**config.mk**
```make
export PLATFORM = sky130hd
export DESIGN_NAME = instr_fetch
export DESIGN_NICKNAME = d
export VERILOG_FILES = /design/src/rtl/instr_fetch.sv
export SDC_FILE = /design/constraint.sdc
export NUM_CORES = 1
export LEC_CHECK = 0
export CAP_MARGIN = 40
export CELL_PAD_IN_SITES_DETAIL_PLACEMENT = 1
export CELL_PAD_IN_SITES_GLOBAL_PLACEMENT = 1
export CORE_MARGIN = 1
export CORE_UTILIZATION = 35
export DETAILED_ROUTE_END_ITERATION = 6
export GPL_TIMING_DRIVEN = 0
export PLACE_DENSITY = 0.8
export SKIP_CTS_REPAIR_TIMING = 1
export SLEW_MARGIN = 20
export SYNTH_ARGS = -nofsm -noshare
export SYNTH_HDL_FRONTEND = slang
export SYNTH_SLANG_ARGS = --single-unit
```
**constraint.sdc**
```tcl
create_clock -name clk -period 2.7 [get_ports clk]
set_input_delay 0.405 -clock clk [delete_from_list [all_inputs] [get_ports clk]]
set_output_delay 0.405 -clock clk [all_outputs]
set_load 0.02 [all_outputs]
```
**src/rtl/instr_fetch.sv**
```systemverilog
// -----------------------------------------------------------------------------
// instr_fetch: instruction fetch stage of the 8-bit CPU.
//
// Owns the program counter and fetches one instruction byte per request from
// instruction memory over a req/ack handshake. Fetched bytes are buffered and
// presented to the decode FSM over a valid/ready handshake. A redirect flushes
// the buffer and restarts fetching at redirect_pc.
//
// Build option:
//   IFETCH_PREFETCH_EN  defined   -> DEPTH-entry circular prefetch buffer
//                       undefined -> single instruction register
//
// Parameters:
//   AW        program counter / instruction memory address width
//   RESET_PC  PC loaded on reset
//   DEPTH     prefetch buffer entries (power of 2, >= 2), prefetch build only
//
// Ports:
//   clk, rst      clock (posedge) and asynchronous active-high reset
//   mem_req       fetch request, held until mem_ack
//   mem_addr      fetch address, stable while mem_req is high
//   mem_ack       memory completes the request this cycle
//   mem_rdata     instruction byte returned with mem_ack
//   instr         instruction at buffer head
//   instr_pc      address the head instruction was fetched from
//   instr_valid   head entry valid
//   instr_ready   decode accepts the head this cycle
//   redirect      flush and restart fetch at redirect_pc
//   redirect_pc   new fetch address
// -----------------------------------------------------------------------------
module instr_fetch #(
  parameter int unsigned   AW       = 8,
  parameter logic [AW-1:0] RESET_PC = '0,
  parameter int unsigned   DEPTH    = 2
) (
  input  logic          clk,
  input  logic          rst,
  output logic          mem_req,
  output logic [AW-1:0] mem_addr,
  input  logic          mem_ack,
  input  logic [7:0]    mem_rdata,
  output logic [7:0]    instr,
  output logic [AW-1:0] instr_pc,
  output logic          instr_valid,
  input  logic          instr_ready,
  input  logic          redirect,
  input  logic [AW-1:0] redirect_pc
);

  typedef enum logic [1:0] {
    StIdle,
    StReq,
    StFlushWait
  } state_e;

  state_e        state_q, state_d;
  logic [AW-1:0] pc_q, pc_d;
  logic [AW-1:0] mem_addr_q, mem_addr_d;
  logic [AW-1:0] pc_inc;
  logic          push;
  logic          pop;
  // A slot is still free once this cycle's push and pop have been applied.
  logic          slot_free;

  // ---------------------------------------------------------------------------
  // Instruction storage
  // ---------------------------------------------------------------------------
`ifdef IFETCH_PREFETCH_EN
  localparam int unsigned PW = (DEPTH > 1) ? $clog2(DEPTH) : 1;
  localparam int unsigned CW = PW + 1;

  logic [7:0]    buf_data_q [DEPTH];
  logic [AW-1:0] buf_pc_q   [DEPTH];
  logic [PW-1:0] rd_ptr_q, wr_ptr_q;
  logic [CW-1:0] count_q, count_after;

  assign instr_valid = (count_q != '0);
  assign instr       = buf_data_q[rd_ptr_q];
  assign instr_pc    = buf_pc_q[rd_ptr_q];

  assign count_after = count_q + CW'(push) - CW'(pop);
  assign slot_free   = (count_after < CW'(DEPTH));

  // Pointers wrap naturally because DEPTH is a power of two.
  always_ff @(posedge clk or posedge rst) begin
    if (rst) begin
      rd_ptr_q <= '0;
      wr_ptr_q <= '0;
      count_q  <= '0;
      for (int i = 0; i < DEPTH; i++) begin
        buf_data_q[i] <= '0;
        buf_pc_q[i]   <= '0;
      end
    end else if (redirect) begin
      rd_ptr_q <= '0;
      wr_ptr_q <= '0;
      count_q  <= '0;
    end else begin
      if (push) begin
        buf_data_q[wr_ptr_q] <= mem_rdata;
        buf_pc_q[wr_ptr_q]   <= mem_addr_q;
        wr_ptr_q             <= wr_ptr_q + PW'(1);
      end
      if (pop) begin
        rd_ptr_q <= rd_ptr_q + PW'(1);
      end
      count_q <= count_after;
    end
  end
`else
  // The single IR acts as a one-entry buffer; DEPTH has no effect here.
  localparam int unsigned IrSlots = (DEPTH > 0) ? 1 : 1;

  logic [7:0]    ir_q;
  logic [AW-1:0] ir_pc_q;
  logic          ir_valid_q;
  logic [1:0]    occ_after;

  assign instr_valid = ir_valid_q;
  assign instr       = ir_q;
  assign instr_pc    = ir_pc_q;

  assign occ_after = 2'(ir_valid_q) + 2'(push) - 2'(pop);
  assign slot_free = (occ_after < 2'(IrSlots));

  always_ff @(posedge clk or posedge rst) begin
    if (rst) begin
      ir_q       <= '0;
      ir_pc_q    <= '0;
      ir_valid_q <= 1'b0;
    end else if (redirect) begin
      ir_valid_q <= 1'b0;
    end else if (push) begin
      ir_q       <= mem_rdata;
      ir_pc_q    <= mem_addr_q;
      ir_valid_q <= 1'b1;
    end else if (pop) begin
      ir_valid_q <= 1'b0;
    end
  end
`endif

  // ---------------------------------------------------------------------------
  // FSM: state register
  // ---------------------------------------------------------------------------
  always_ff @(posedge clk or posedge rst) begin
    if (rst) begin
      state_q <= StIdle;
    end else begin
      state_q <= state_d;
    end
  end

  // ---------------------------------------------------------------------------
  // FSM: next state
  // ---------------------------------------------------------------------------
  always_comb begin
    state_d = state_q;
    unique case (state_q)
      StIdle: begin
        if (!redirect && slot_free) begin
          state_d = StReq;
        end
      end
      StReq: begin
        // Memory cannot abort, so a redirect without ack keeps the request
        // open and discards its data later.
        if (redirect) begin
          state_d = mem_ack ? StIdle : StFlushWait;
        end else if (mem_ack) begin
          state_d = slot_free ? StReq : StIdle;
        end
      end
      StFlushWait: begin
        if (mem_ack) begin
          state_d = StIdle;
        end
      end
      default: state_d = StIdle;
    endcase
  end

  // ---------------------------------------------------------------------------
  // FSM: outputs and datapath control
  // ---------------------------------------------------------------------------
  always_comb begin
    mem_req    = (state_q != StIdle);
    push       = (state_q == StReq) && mem_ack && !redirect;
    pop        = instr_valid && instr_ready && !redirect;
    pc_inc     = pc_q + AW'(1);
    pc_d       = pc_q;
    mem_addr_d = mem_addr_q;

    if (redirect) begin
      pc_d = redirect_pc;
    end else if (push) begin
      pc_d = pc_inc;
    end

    // mem_addr only moves when a new request starts, so it stays stable while
    // a request is outstanding.
    if (state_d == StReq) begin
      if (state_q == StIdle) begin
        mem_addr_d = pc_q;
      end else if (push) begin
        mem_addr_d = pc_inc;
      end
    end
  end

  always_ff @(posedge clk or posedge rst) begin
    if (rst) begin
      pc_q       <= RESET_PC;
      mem_addr_q <= RESET_PC;
    end else begin
      pc_q       <= pc_d;
      mem_addr_q <= mem_addr_d;
    end
  end

  assign mem_addr = mem_addr_q;

endmodule

```
Yosys cells after proc, flatten, opt, wreduce, memory -nomap -nowiden
Index checks and enable logic that the tools add are counted.
Storage, ports and cells
  bits in read-only memories: 0
  memories kept: 0
  input bits: 21
  bits in writable memories: 0
  bits in latches: 0
  output and inout port bits: 26
  register bits: 35
Operators by class
  $add $sub $neg: 3
  magnitude comparators: 1
  bitwise operators: 1
  shift-type cells: 0
  div/mod/pow operators: 0
  equality and inequality tests: 3
  multipliers: 0
  muxes and demuxes: 13
  reduce and logical (&&, ||, !) cells: 13
Operator list (count)
  $mux 8: 3
  $mux 2: 5
  $add 8x1->8 const B: 1
  $pmux 2 s3: 1
  $reduce_bool 2->1: 3
  $logic_and 1x1->1: 5
  $eq 2x1->1 const B: 2
  $mux 1: 4
  $reduce_and 2->1: 2
  $reduce_bool 3->1: 1
  $add 1x1->2: 1
  $eq 2x2->1 const B: 1
  $logic_not 2->1: 1
  $lt 2x1->1 const B: 1
  $sub 2x1->2: 1
  $logic_not 1->1: 1
  $not 1->1: 1

Logic depth before layout (Yosys ltp)
Gate-level depths: netlist of run 1.
  word-level depth: 12
  depth in mapped cells: 11

Least setup slack after synthesis of run 1
No wires, ideal clock.
  path type: input -> register
  start: input redirect
  end: register mem_addr_q[0], in the netlist mem_addr[0]
  arrival: 2.474 ns
  path buffers: 2
  stages: 11
  slack: 0.101 ns
  cell sequence: buf_2 -> nor2_2 -> and3_1 -> inv_2 -> ha_1 -> inv_1 -> ha_1 -> xnor2_1 -> and4_1 -> buf_2 -> mux2_2
On the way
  longest elaborated chain between the ends: 11
  elaborated cells on any way between the ends: 15
  classes of those cells: 2 x add/sub; 1 x order compare; 1 x eq/ne; 5 x mux; 6 x reduce/logical
RTL lines
  start, declared: line 46  | input logic redirect,
  $logic_not 1->1: line 161, 188, 189
  $logic_and 1x1->1: line 188  | push = (state_q == StReq) && mem_ack && !redirect;
  $add 1x1->2: line 123  | assign occ_after = 2'(ir_valid_q) + 2'(push) - 2'(pop);
  $sub 2x1->2: line 123
  $lt 2x1->1: line 124  | assign slot_free = (occ_after < 2'(IrSlots));
  $mux 1: line 171  | state_d = slot_free ? StReq : StIdle;
  $mux 2: line 170  | end else if (mem_ack) begin
  $mux 2: line 168  | if (redirect) begin
  $pmux 2 s3: line 159  | unique case (state_q)
  $eq 2x1->1: line 202  | if (state_d == StReq) begin
  $reduce_and 2->1 (no line) *
  end signal, assigned: line 217  | mem_addr_q <= mem_addr_d;
  end, declared: line 58  | logic [AW-1:0] mem_addr_q, mem_addr_d;
Mark *: on every way between the ends. The rest lies on a longest branch, timed or not.
A chain may end at the register's enable or synchronous reset.

Worst setup path after layout of run 1
  start: register state_q[1]
  end: register mem_addr_q[1], in the netlist mem_addr[1]
On the way
  longest elaborated chain between the ends: 12
  elaborated cells on any way between the ends: 19
  classes of those cells: 2 x add/sub; 1 x order compare; 3 x eq/ne; 7 x mux; 6 x reduce/logical
RTL lines
  start, declared: line 56  | state_e state_q, state_d;
  start signal, assigned: line 148  | state_q <= StIdle;
  start signal, assigned: line 150  | state_q <= state_d;
  $eq 2x1->1: line 159, 188
  $logic_and 1x1->1 (2 in series): line 188
  $add 1x1->2: line 123
  $sub 2x1->2: line 123
  $lt 2x1->1: line 124
  $mux 1: line 171
  $mux 2: line 170
  $mux 2: line 168
  $pmux 2 s3: line 159
  $eq 2x1->1: line 202
  $reduce_and 2->1 (no line)
Parallel ways exist; a longest one is shown, timed or not.

==> out/metrics.csv, run 1 <==
stage,metric,value,unit
clocking,cts_tree,yes,
synthesis,netlist_area,0.001693,mm²
worst_setup_path,worstPathCellList,clkbuf_4 > nor2_4 > and3_4 > inv_4 > ha_1 > inv_1 > ha_1 > xnor2_2 > and4_1 > buf_4 > mux2_2,
drt,drt-initial-drc-count,67,
clocking,cts_buffers,5,
synthesis,synthFlopType,dfrtp_1,
worst_setup_path,crit_path_start,state_q[1]$_DFF_PP0_,
place,dp_cells,241,
layout,instances_no_fill,250,
global_routing,grt_pass1_wl,7.120,mm
worst_setup_path,reg2reg_to,mem_addr[1]$_DFFE_PP0P_,
worst_setup_path,path_class,register to register,
power,power.leakage,0.0009555,µW
layout,fin_area,0.002338,mm²
timing,fmax,0.3921,GHz
layout,n_antenna_cell,0,
synthesis,avgSynthCellArea,11.76,µm²
worst_setup_path,critPathCaptureType,register,
place,port_buffers,45,
worst_setup_path,r2r_cells,11,
timing,finalMaxSlewViolations,0,
drt,first_pass_iters,4,
run_status,status,finished clean,
floorplanning,die_w,71.55,µm
power,power_density,864.3,mW/mm²
drt,wire_per_inst,17.63,µm
worst_setup_path,path_common_cell,ha_1,
global_routing,grt_pass1_vias,1411,
worst_setup_path,slowest_delay,370,ps
place,hpwl,3.163,mm
worst_setup_path,critPathSlowestCell,dfrtp_1,
place,place_area,0.002208,mm²
global_routing,grt_max_degree,36,
layout,layout.nets,222,
layout,drive_gt1_frac,0.1263,
worst_setup_path,cp-start-kind,register,
global_routing,grt-ovfl-total,0,
timing,period_minus_slack,2551,ps
clocking,clkTransAtPathRegs,70,ps
power,vdd_drop_max,0.2891,mV
synthesis,seq_area_frac_synth,0.5174,
hold_path,hp-start,redirect,
timing,timing.final.crit_share,0.9447,
layout,layout_commonest_cell,clkdlybuf4s50_1,
global_routing,grt_antenna_before_repair,0,
floorplanning,coreArea,0.004504,mm²
timing,rsz0062_at_grt,false,
layout,area_growth,38.14,%
clocking,clk_latency,290,ps
layout,mostFrequentLayoutCells,"clkdlybuf4s50_1, dfrtp_1, mux2_1",
drt,routed_wirelength,4.408,mm
place,gp_congestion,0.8340,
clocking,clockBufferDepth,2,
synthesis,yosysWarnings,0,
flow_run,maxCapViolCount,0,
floorplanning,io_pins,47,
timing,finalClockSkew,5.720,ps
drt,drc,0,
worst_setup_path,path_max_fanout,10,
worst_setup_path,critPathTopFamily,simple AND/OR/NAND/NOR gates,
drt,postRouteAntennaNets,0,
worst_setup_path,crit_required,2880,ps
synthesis,synth.net_count,168,
floorplanning,row_count,24,
timing,whs,447.1,ps
clocking,htree_levels,2,
synthesis,async_flop_share,1.000,
hold_path,hold_path_end,pc_q[1]$_DFFE_PP0P_,
drt,via_count,1336,
drt,vias_per_cell,5.344,
worst_setup_path,reg2reg_from,state_q[1]$_DFF_PP0_,
synthesis,synth_cell_types,34,
global_routing,grt_use_total,0.1902,
layout,utilization,0.5192,
clocking,cts_sinks,35,
worst_setup_path,r2r_slack,150,ps
timing,hold_violations,0,
power,fin_total_pwr,2021,µW
worst_setup_path,cp_num_buf_inv,4,
hold_path,whs_path_depth,2,
floorplanning,die_h,71.55,µm
worst_setup_path,cp.arrival,2730,ps
floorplanning,die_area,0.005119,mm²
floorplanning,initial_core_util,0.3758,
hold_path,hold_path.class,input port to register,
timing,slew_headroom,0.5110,
synthesis,synth_cells,144,
synthesis,ys_ff_latch,35,
synthesis,synth_edf_count,0,
clocking,cts-root-buf,clkbuf_8,
timing,worstMarginPinSlew,732.5,ps
timing,finalSetupViolations,0,
-- state kept, by name, indices dropped and copies added (netlist names) --
| name | cells |
|---|---|
| mem_addr | 8 |
| instr_pc | 8 |
| instr_valid | 1 |
| state_q | 2 |
| pc_q | 8 |
| instr | 8 |
-- cell type report --
| cell class | count | area, µm² |
|---|---|---|
| fill | 495 | 2166 |
| clock buffer | 6 | 82.58 |
| buffer | 7 | 43.79 |
| multi-input combinational | 95 | 769.5 |
| clock inverter | 1 | 5.005 |
| sequential | 35 | 875.8 |
| timing repair buffer | 47 | 467.9 |
| inverter | 7 | 28.78 |
| tap | 52 | 65.06 |
-- synthesized netlist by cell type, types with 4 or more instances --
library cell | n | share of area
dfrtp_1 | 35 | 0.52
mux2_1 | 20 | 0.13
a31oi_1 | 8 | 0.030
inv_1 | 6 | 0.013
nand2_1 | 6 | 0.013
o31ai_1 | 6 | 0.027
or4_1 | 6 | 0.027
xnor2_1 | 6 | 0.031
nor2_1 | 5 | 0.011
o21ai_0 | 5 | 0.015
buf_2 | 4 | 0.012
-- where the power goes --
group          internal, µW  switching, µW
sequential              691            112
combinational           421            411
clock                   200            186
total                  1310            709
-- metrics by stage --
| stage | TNS, ps | setup slack, ps |
|---|---|---|
| 6_report | 0 | 149.4 |
| 5_1_grt | 0 | 10.83 |
| 4_1_cts | -1857 | -335.1 |
| 3_5_place_dp | -3556 | -537.7 |
| 3_3_place_gp | -2272 | -382.8 |
| 2_1_floorplan | 0 | 101.1 |
-- worst reg2reg max path, cell delays in order (launching register included) --
cell      delay [ps]
dfrtp_1          370
clkbuf_4         200
nor2_4           130
and3_4           210
inv_4             60
ha_1             300
inv_1             50
ha_1             200
xnor2_2          180
and4_1           220
buf_4            170
mux2_2           350
-- layer usage --
metal	up-vias	global-route usage	routed length, µm
met5	-	0	0
met4	0	0.08715	104
met3	10	0.06329	172
met2	34	0.3259	2306
met1	660	0.2156	1825
li1	632	-	-
-- worst max path at each step --
stage                                          to  cells past startpoint  slack, ps
final                     mem_addr[1]$_DFFE_PP0P_                     11        150
after global routing      mem_addr[4]$_DFFE_PP0P_                     11         10
after CTS                 mem_addr[1]$_DFFE_PP0P_                     11       -340
after detailed placement  mem_addr[1]$_DFFE_PP0P_                     10       -540
after global placement    mem_addr[1]$_DFFE_PP0P_                     10       -380
after floorplan           mem_addr[0]$_DFFE_PP0P_                     11        100
-- logic make-up after synthesis --
kind of cell / count (synthesis) / synth area share
mux: 23 / 0.1523
xor+xnor: 7 / 0.03622
compound gates: 28 / 0.1101
flops: 35 / 0.5174
fa+ha+maj: 3 / 0.02218
buf+inv: 14 / 0.03843
simple gates: 34 / 0.1234
(Power assumes the default switching activity.)
==> inputs of run 2 (changes only) <==
- ABC_CLOCK_PERIOD_IN_PS: default -> 2700
- CORE_ASPECT_RATIO: default -> 0.5
- CTS_CLUSTER_SIZE: default -> 40
==> run 2 against run 1 <==
  * Clock skew shrank 1.3 ps
  * First-iteration DRC count fell by 54%
  * Worst hold slack lost 3.1 ps
  * Fmax increased by 0.24%
  * Sequential share of layout area fell by 0.47 points
  * Sequential power barely moved
  * Count of clock-buffer cells in the layout unchanged
  * Sequential cell count stayed put
==> out/metrics.csv, run 2 (synthesis gave the netlist of run 1 again) <==
stage,metric,value,unit,change
run_status,status,finished clean,,unchanged
timing,worstMarginPinSlew,738.3,ps,was 732.5 ps
drt,drc,0,,unchanged
worst_setup_path,critPathTopFamily,buffers and inverters,,was simple AND/OR/NAND/NOR gates
drt,postRouteAntennaNets,0,,unchanged
worst_setup_path,slowest_delay,360,ps,was 370 ps
worst_setup_path,crit_required,2860,ps,was 2880 ps
floorplanning,io_pins,47,,unchanged
floorplanning,row_count,17,,was 24
global_routing,grt_antenna_before_repair,0,,unchanged
timing,whs,444.0,ps,was 447.1 ps
place,gp_congestion,0.8110,,was 0.8340
layout,drive_gt1_frac,0.1263,,unchanged
place,hpwl,2.985,mm,was 3.163 mm
worst_setup_path,cp-start-kind,register,,unchanged
layout,n_antenna_cell,0,,unchanged
worst_setup_path,critPathCaptureType,register,,unchanged
timing,slew_headroom,0.5071,,was 0.5110
global_routing,grt_pass1_wl,6.955,mm,was 7.120 mm
timing,fmax,0.3930,GHz,was 0.3921 GHz
drt,drt-initial-drc-count,31,,was 67
floorplanning,die_w,100.4,µm,was 71.55 µm
floorplanning,die_h,51.18,µm,was 71.55 µm
layout,area_growth,39.91,%,was 38.14%
clocking,cts-root-buf,clkbuf_8,,unchanged
layout,nFillCells,497,,was 495
timing,rsz0062_at_grt,false,,unchanged
worst_setup_path,cp.arrival,2710,ps,was 2730 ps
floorplanning,die_area,0.005136,mm²,was 0.005119 mm²
drt,first_pass_iters,4,,unchanged
drt,via_count,1347,,was 1336
flow_run,maxCapViolCount,0,,unchanged
drt,routed_wirelength,4.295,mm,was 4.408 mm
worst_setup_path,path_class,register to register,,unchanged
worst_setup_path,critPathSlowestCell,dfrtp_1,,unchanged
power,power_density,897.5,mW/mm²,was 864.3 mW/mm²
clocking,cts_tree,yes,,unchanged
timing,finalMaxSlewViolations,0,,unchanged
timing,period_minus_slack,2544,ps,was 2551 ps
worst_setup_path,worstPathCellList,buf_2 > nor2_4 > and3_1 > inv_2 > ha_1 > inv_1 > ha_1 > inv_2 > and4_1 > clkbuf_4 > mux2_1,,was clkbuf_4 > nor2_4 > and3_4 > inv_4 > ha_1 > inv_1 > ha_1 > xnor2_2 > and4_1 > buf_4 > mux2_2
worst_setup_path,cp_num_buf_inv,5,,was 4
clocking,cts_buffers,5,,unchanged
global_routing,grt-ovfl-total,0,,unchanged
timing,layout_setup_ws,155.6,ps,was 149.4 ps
drt,wire_per_inst,16.27,µm,was 17.63 µm
layout,layout_commonest_cell,clkdlybuf4s50_1,,unchanged
floorplanning,coreArea,0.004509,mm²,was 0.004504 mm²
timing,finalClockSkew,4.385,ps,was 5.720 ps
hold_path,hold_path.class,input port to register,,unchanged
global_routing,grt_max_degree,36,,unchanged
place,dp_slack,-431.9,ps,was -537.7 ps
layout,mostFrequentLayoutCells,"clkdlybuf4s50_1, dfrtp_1, mux2_1",,unchanged
power,power.leakage,0.0009649,µW,was 0.0009555 µW
global_routing,grt_use_total,0.1790,,was 0.1902
global_routing,grt_pass1_vias,1369,,was 1411
power,fin_total_pwr,2126,µW,was 2021 µW
timing,finalSetupViolations,0,,unchanged
drt,vias_per_cell,5.102,,was 5.344
clocking,clockBufferDepth,2,,unchanged
layout,layout.nets,221,,was 222
floorplanning,initial_core_util,0.3754,,was 0.3758
layout,utilization,0.5253,,was 0.5192
power,vdd_drop_max,0.3043,mV,was 0.2891 mV
worst_setup_path,path_max_fanout,10,,unchanged
clocking,htree_levels,2,,unchanged
clocking,cts_sinks,35,,unchanged
timing,timing.final.crit_share,0.9424,,was 0.9447
clocking,clkTransAtPathRegs,70,ps,about the same
clocking,clk_latency,290,ps,about the same
timing,hold_violations,0,,unchanged
place,port_buffers,45,,unchanged
run 2: changes by cell type in the layout (fill, tap and decap cells not counted), sizes merged:
cell / previous run / this run
buf: 7 / 6
bufinv: 0 / 1
run 2: final timing paths:
kind                                         start                 endpoint  slack, ps  cells after the start
min                                       redirect      pc_q[1]$_DFFE_PP0P_        440                      2
max in group asynchronous                      rst  instr_pc[6]$_DFFE_PP0P_       1660                      2
max                           state_q[1]$_DFF_PP0_  mem_addr[4]$_DFFE_PP0P_        160                     11
max reg2reg                   state_q[1]$_DFF_PP0_  mem_addr[4]$_DFFE_PP0P_        160                     11
min in group asynchronous                      rst     instr[1]$_DFFE_PP0P_        570                      2
min reg2reg                instr_pc[1]$_DFFE_PP0P_  instr_pc[1]$_DFFE_PP0P_        480                      1
run 2: power by group:
part	total (µW)	internal [µW]	leakage [µW]	switching [µW]
Combinational	831	419	0.000495	413
Sequential	800	691	0.000409	109
Clock	494	299	0.0000612	196
Total	2130	1410	0.000965	718
run 2: layout make-up:
type | instances | area, µm² | area share
flip-flops and latches | 35 | 875.8 | 0.3698
multi-input cells | 95 | 764.5 | 0.3228
repair buffers | 46 | 460.4 | 0.1944
clock buffers | 6 | 82.58 | 0.03487
well taps | 66 | 82.58 | 0.03487
plain buffers | 7 | 41.29 | 0.01743
clock inverters | 2 | 35.03 | 0.01479
inverters | 7 | 26.28 | 0.01109
run 2: worst register-to-register path, cell delays in order, from the launching register on:
cell and delay, ps:
dfrtp_1 360, buf_2 180, nor2_4 140, and3_1 210
inv_2 110, ha_1 290, inv_1 40, ha_1 280
inv_2 90, and4_1 170, clkbuf_4 200, mux2_1 350
run 2: metrics by stage:
step           std cells  TNS [ps]  cell area, µm²
3_3_place_gp         255     -2217            2226
2_1_floorplan        144         0            1693
3_5_place_dp         255     -2687            2226
4_1_cts              263    -708.3            2344
6_report             264         0            2369
5_1_grt              264         0            2369
run 2: layer usage:
| metal | up-vias | share of wire | GRT usage |
|---|---|---|---|
| met1 | 679 | 0.47 | 0.2270 |
| met2 | 31 | 0.49 | 0.3151 |
| met3 | 2 | 0.034 | 0.03967 |
| li1 | 635 | - | - |
| met4 | 0 | 0.00093 | 0.04348 |
| met5 | - | 0 | 0 |
==> inputs of run 3 (changes only) <==
- CELL_PAD_IN_SITES_DETAIL_PLACEMENT: 1 -> 0
- CELL_PAD_IN_SITES_GLOBAL_PLACEMENT: 1 -> 2
- CORE_UTILIZATION: 35 -> 30
- PLACE_DENSITY: 0.8 -> 0.82
==> run 3 against run 2 <==
  * Count of clock-buffer cells in the layout shrank 1
  * Sequential cell count is the same
  * Sequential share of layout area shrank 1.1 points
  * Via count shrank 5.6%
  * Critical path type unchanged
  * Critical endpoint is now mem_addr[1]$_DFFE_PP0P_
  * Largest cell class unchanged
  * Highest routed layer unchanged
==> out/metrics.csv, run 3 (synthesis gave the netlist of run 1 again) <==
stage,metric,value,unit,change
hold_path,hp-start,redirect,,unchanged
global_routing,grt-ovfl-total,0,,unchanged
layout,n_antenna_cell,0,,unchanged
timing,hold_violations,0,,unchanged
drt,first_pass_iters,4,,unchanged
worst_setup_path,cp_num_buf_inv,5,,unchanged
place,hpwl,2.560,mm,was 2.985 mm
floorplanning,die_area,0.005965,mm²,was 0.005136 mm²
run_status,status,finished clean,,unchanged
place,place_area,0.002231,mm²,was 0.002226 mm²
clocking,cts_sinks,35,,unchanged
global_routing,grt_pass1_wl,5.713,mm,was 6.955 mm
drt,vias_per_cell,4.725,,was 5.102
worst_setup_path,r2r_cells,11,,unchanged
clocking,cts_buffers,5,,unchanged
layout,nFillCells,495,,was 497
place,port_buffers,45,,unchanged
clocking,clockBufferDepth,2,,unchanged
drt,routed_wirelength,3.528,mm,was 4.295 mm
worst_setup_path,crit_required,2860,ps,about the same
worst_setup_path,cp.arrival,2710,ps,about the same
timing,rsz0062_at_grt,false,,unchanged
worst_setup_path,critPathCaptureType,register,,unchanged
drt,via_count,1271,,was 1347
worst_setup_path,critPathTopFamily,buffers and inverters,,unchanged
timing,finalSetupTns,0,ps,unchanged
clocking,clkTransAtPathRegs,60,ps,was 70 ps
place,dp_cells,259,,was 255
clocking,htree_levels,2,,unchanged
drt,postRouteAntennaNets,0,,unchanged
power,power.leakage,0.0009970,µW,was 0.0009649 µW
hold_path,whs_path_depth,3,,was 2
worst_setup_path,critPathSlowestCell,dfrtp_1,,unchanged
clocking,cts_tree,yes,,unchanged
drt,drc,0,,unchanged
flow_run,maxCapViolCount,0,,unchanged
hold_path,hold_path_end,pc_q[0]$_DFFE_PP0P_,,was pc_q[1]$_DFFE_PP0P_
timing,finalMaxSlewViolations,0,,unchanged
timing,period_minus_slack,2547,ps,was 2544 ps
layout,layout.nets,222,,was 221
drt,wire_per_inst,13.12,µm,was 16.27 µm
clocking,clk_latency,270,ps,was 290 ps
worst_setup_path,path_max_fanout,10,,unchanged
layout,drive_gt1_frac,0.1256,,was 0.1263
timing,fmax,0.3926,GHz,was 0.3930 GHz
worst_setup_path,path_class,register to register,,unchanged
layout,fin_area,0.002442,mm²,was 0.002369 mm²
global_routing,grt_pass1_vias,1217,,was 1369
floorplanning,die_w,108.2,µm,was 100.4 µm
worst_setup_path,reg2reg_from,state_q[1]$_DFF_PP0_,,unchanged
layout,instances_no_fill,269,,was 264
timing,timing.final.crit_share,0.9433,,was 0.9424
timing,worstMarginPinSlew,431.6,ps,was 738.3 ps
layout,area_growth,44.27,%,was 39.91%
worst_setup_path,cp-start-kind,register,,unchanged
place,gp_congestion,0.7686,,was 0.8110
worst_setup_path,worstPathCellList,buf_2 > nor2_4 > and3_1 > inv_2 > ha_1 > inv_1 > ha_1 > inv_1 > and4_1 > buf_2 > mux2_2,,was buf_2 > nor2_4 > and3_1 > inv_2 > ha_1 > inv_1 > ha_1 > inv_2 > and4_1 > clkbuf_4 > mux2_1
global_routing,grt_use_total,0.1289,,was 0.1790
layout,utilization,0.4715,,was 0.5253
hold_path,hold_path.class,input port to register,,unchanged
timing,slew_headroom,0.7123,,was 0.5071
floorplanning,die_h,55.12,µm,was 51.18 µm
layout,layout_commonest_cell,clkdlybuf4s50_1,,unchanged
power,power_density,921.4,mW/mm²,was 897.5 mW/mm²
worst_setup_path,r2r_slack,150,ps,was 160 ps
floorplanning,initial_core_util,0.3268,,was 0.3754
worst_setup_path,reg2reg_to,mem_addr[1]$_DFFE_PP0P_,,was mem_addr[4]$_DFFE_PP0P_
floorplanning,io_pins,47,,unchanged
worst_setup_path,slowest_delay,360,ps,about the same
global_routing,grt_antenna_before_repair,0,,unchanged
floorplanning,coreArea,0.005180,mm²,was 0.004509 mm²
floorplanning,row_count,18,,was 17
power,vdd_drop_max,0.3905,mV,was 0.3043 mV
drt,drt-initial-drc-count,39,,was 31
timing,finalClockSkew,2.895,ps,was 4.385 ps
worst_setup_path,crit_path_start,state_q[1]$_DFF_PP0_,,unchanged
layout,mostFrequentLayoutCells,"clkdlybuf4s50_1, dfrtp_1, mux2_1",,unchanged
global_routing,grt_max_degree,36,,unchanged
timing,finalSetupViolations,0,,unchanged
clocking,cts-root-buf,clkbuf_16,,was clkbuf_8
timing,whs,451.2,ps,was 444.0 ps
[run 3: cell count changes in the layout (fill, tap and decap cells not counted), sizes merged]
cell    previous run  this run
buf                6         8
clkbuf             8         6
clkinv             1         2
[run 3: metrics by stage]
step           total power (µW)  setup WS, ps
5_1_grt                    2380         35.22
3_5_place_dp               1618        -412.1
4_1_cts                    2275        -150.5
3_3_place_gp               1600        -385.4
2_1_floorplan              1210         101.1
6_report                   2250         153.1
[run 3: how the worst max path moves through the flow]
stage / to / depth (start not counted)
2_1_floorplan: mem_addr[0]$_DFFE_PP0P_ / 11
6_report: mem_addr[1]$_DFFE_PP0P_ / 11
3_3_place_gp: mem_addr[0]$_DFFE_PP0P_ / 10
3_5_place_dp: mem_addr[1]$_DFFE_PP0P_ / 10
4_1_cts: mem_addr[1]$_DFFE_PP0P_ / 10
5_1_grt: mem_addr[2]$_DFFE_PP0P_ / 11
[run 3: power by group]
group / leakage (µW) / internal [µW] / switching, µW
Sequential: 0.000409 / 692 / 102
Clock: 0.0000838 / 435 / 211
Combinational: 0.000505 / 419 / 392
[run 3: worst register-to-register path, stage by stage (launching register included)]
cell and delay [ps]:
dfrtp_1 360, buf_2 180, nor2_4 150, and3_1 200, inv_2 100, ha_1 290
inv_1 40, ha_1 260, inv_1 120, and4_1 170, buf_2 210, mux2_2 360
[run 3: layer usage]
metal  global-route usage  part of all wire  up-vias
li1                     -                 -      638
met4              0.04110            0.0040        0
met5                    0                 0        -
met2               0.1953              0.42       28
met1               0.1782              0.52      603
met3              0.03747             0.051        2
[run 3: area by class of cell]
class                   count  area [µm²]  area share
well taps                  70       87.58     0.03586
multi-input cells          95       764.5      0.3130
plain buffers               7       38.79     0.01588
repair buffers             47       480.5      0.1967
flip-flops and latches     35       875.8      0.3586
inverters                   7       26.28     0.01076
clock inverters             3       43.79     0.01793
clock buffers               5       125.1     0.05123
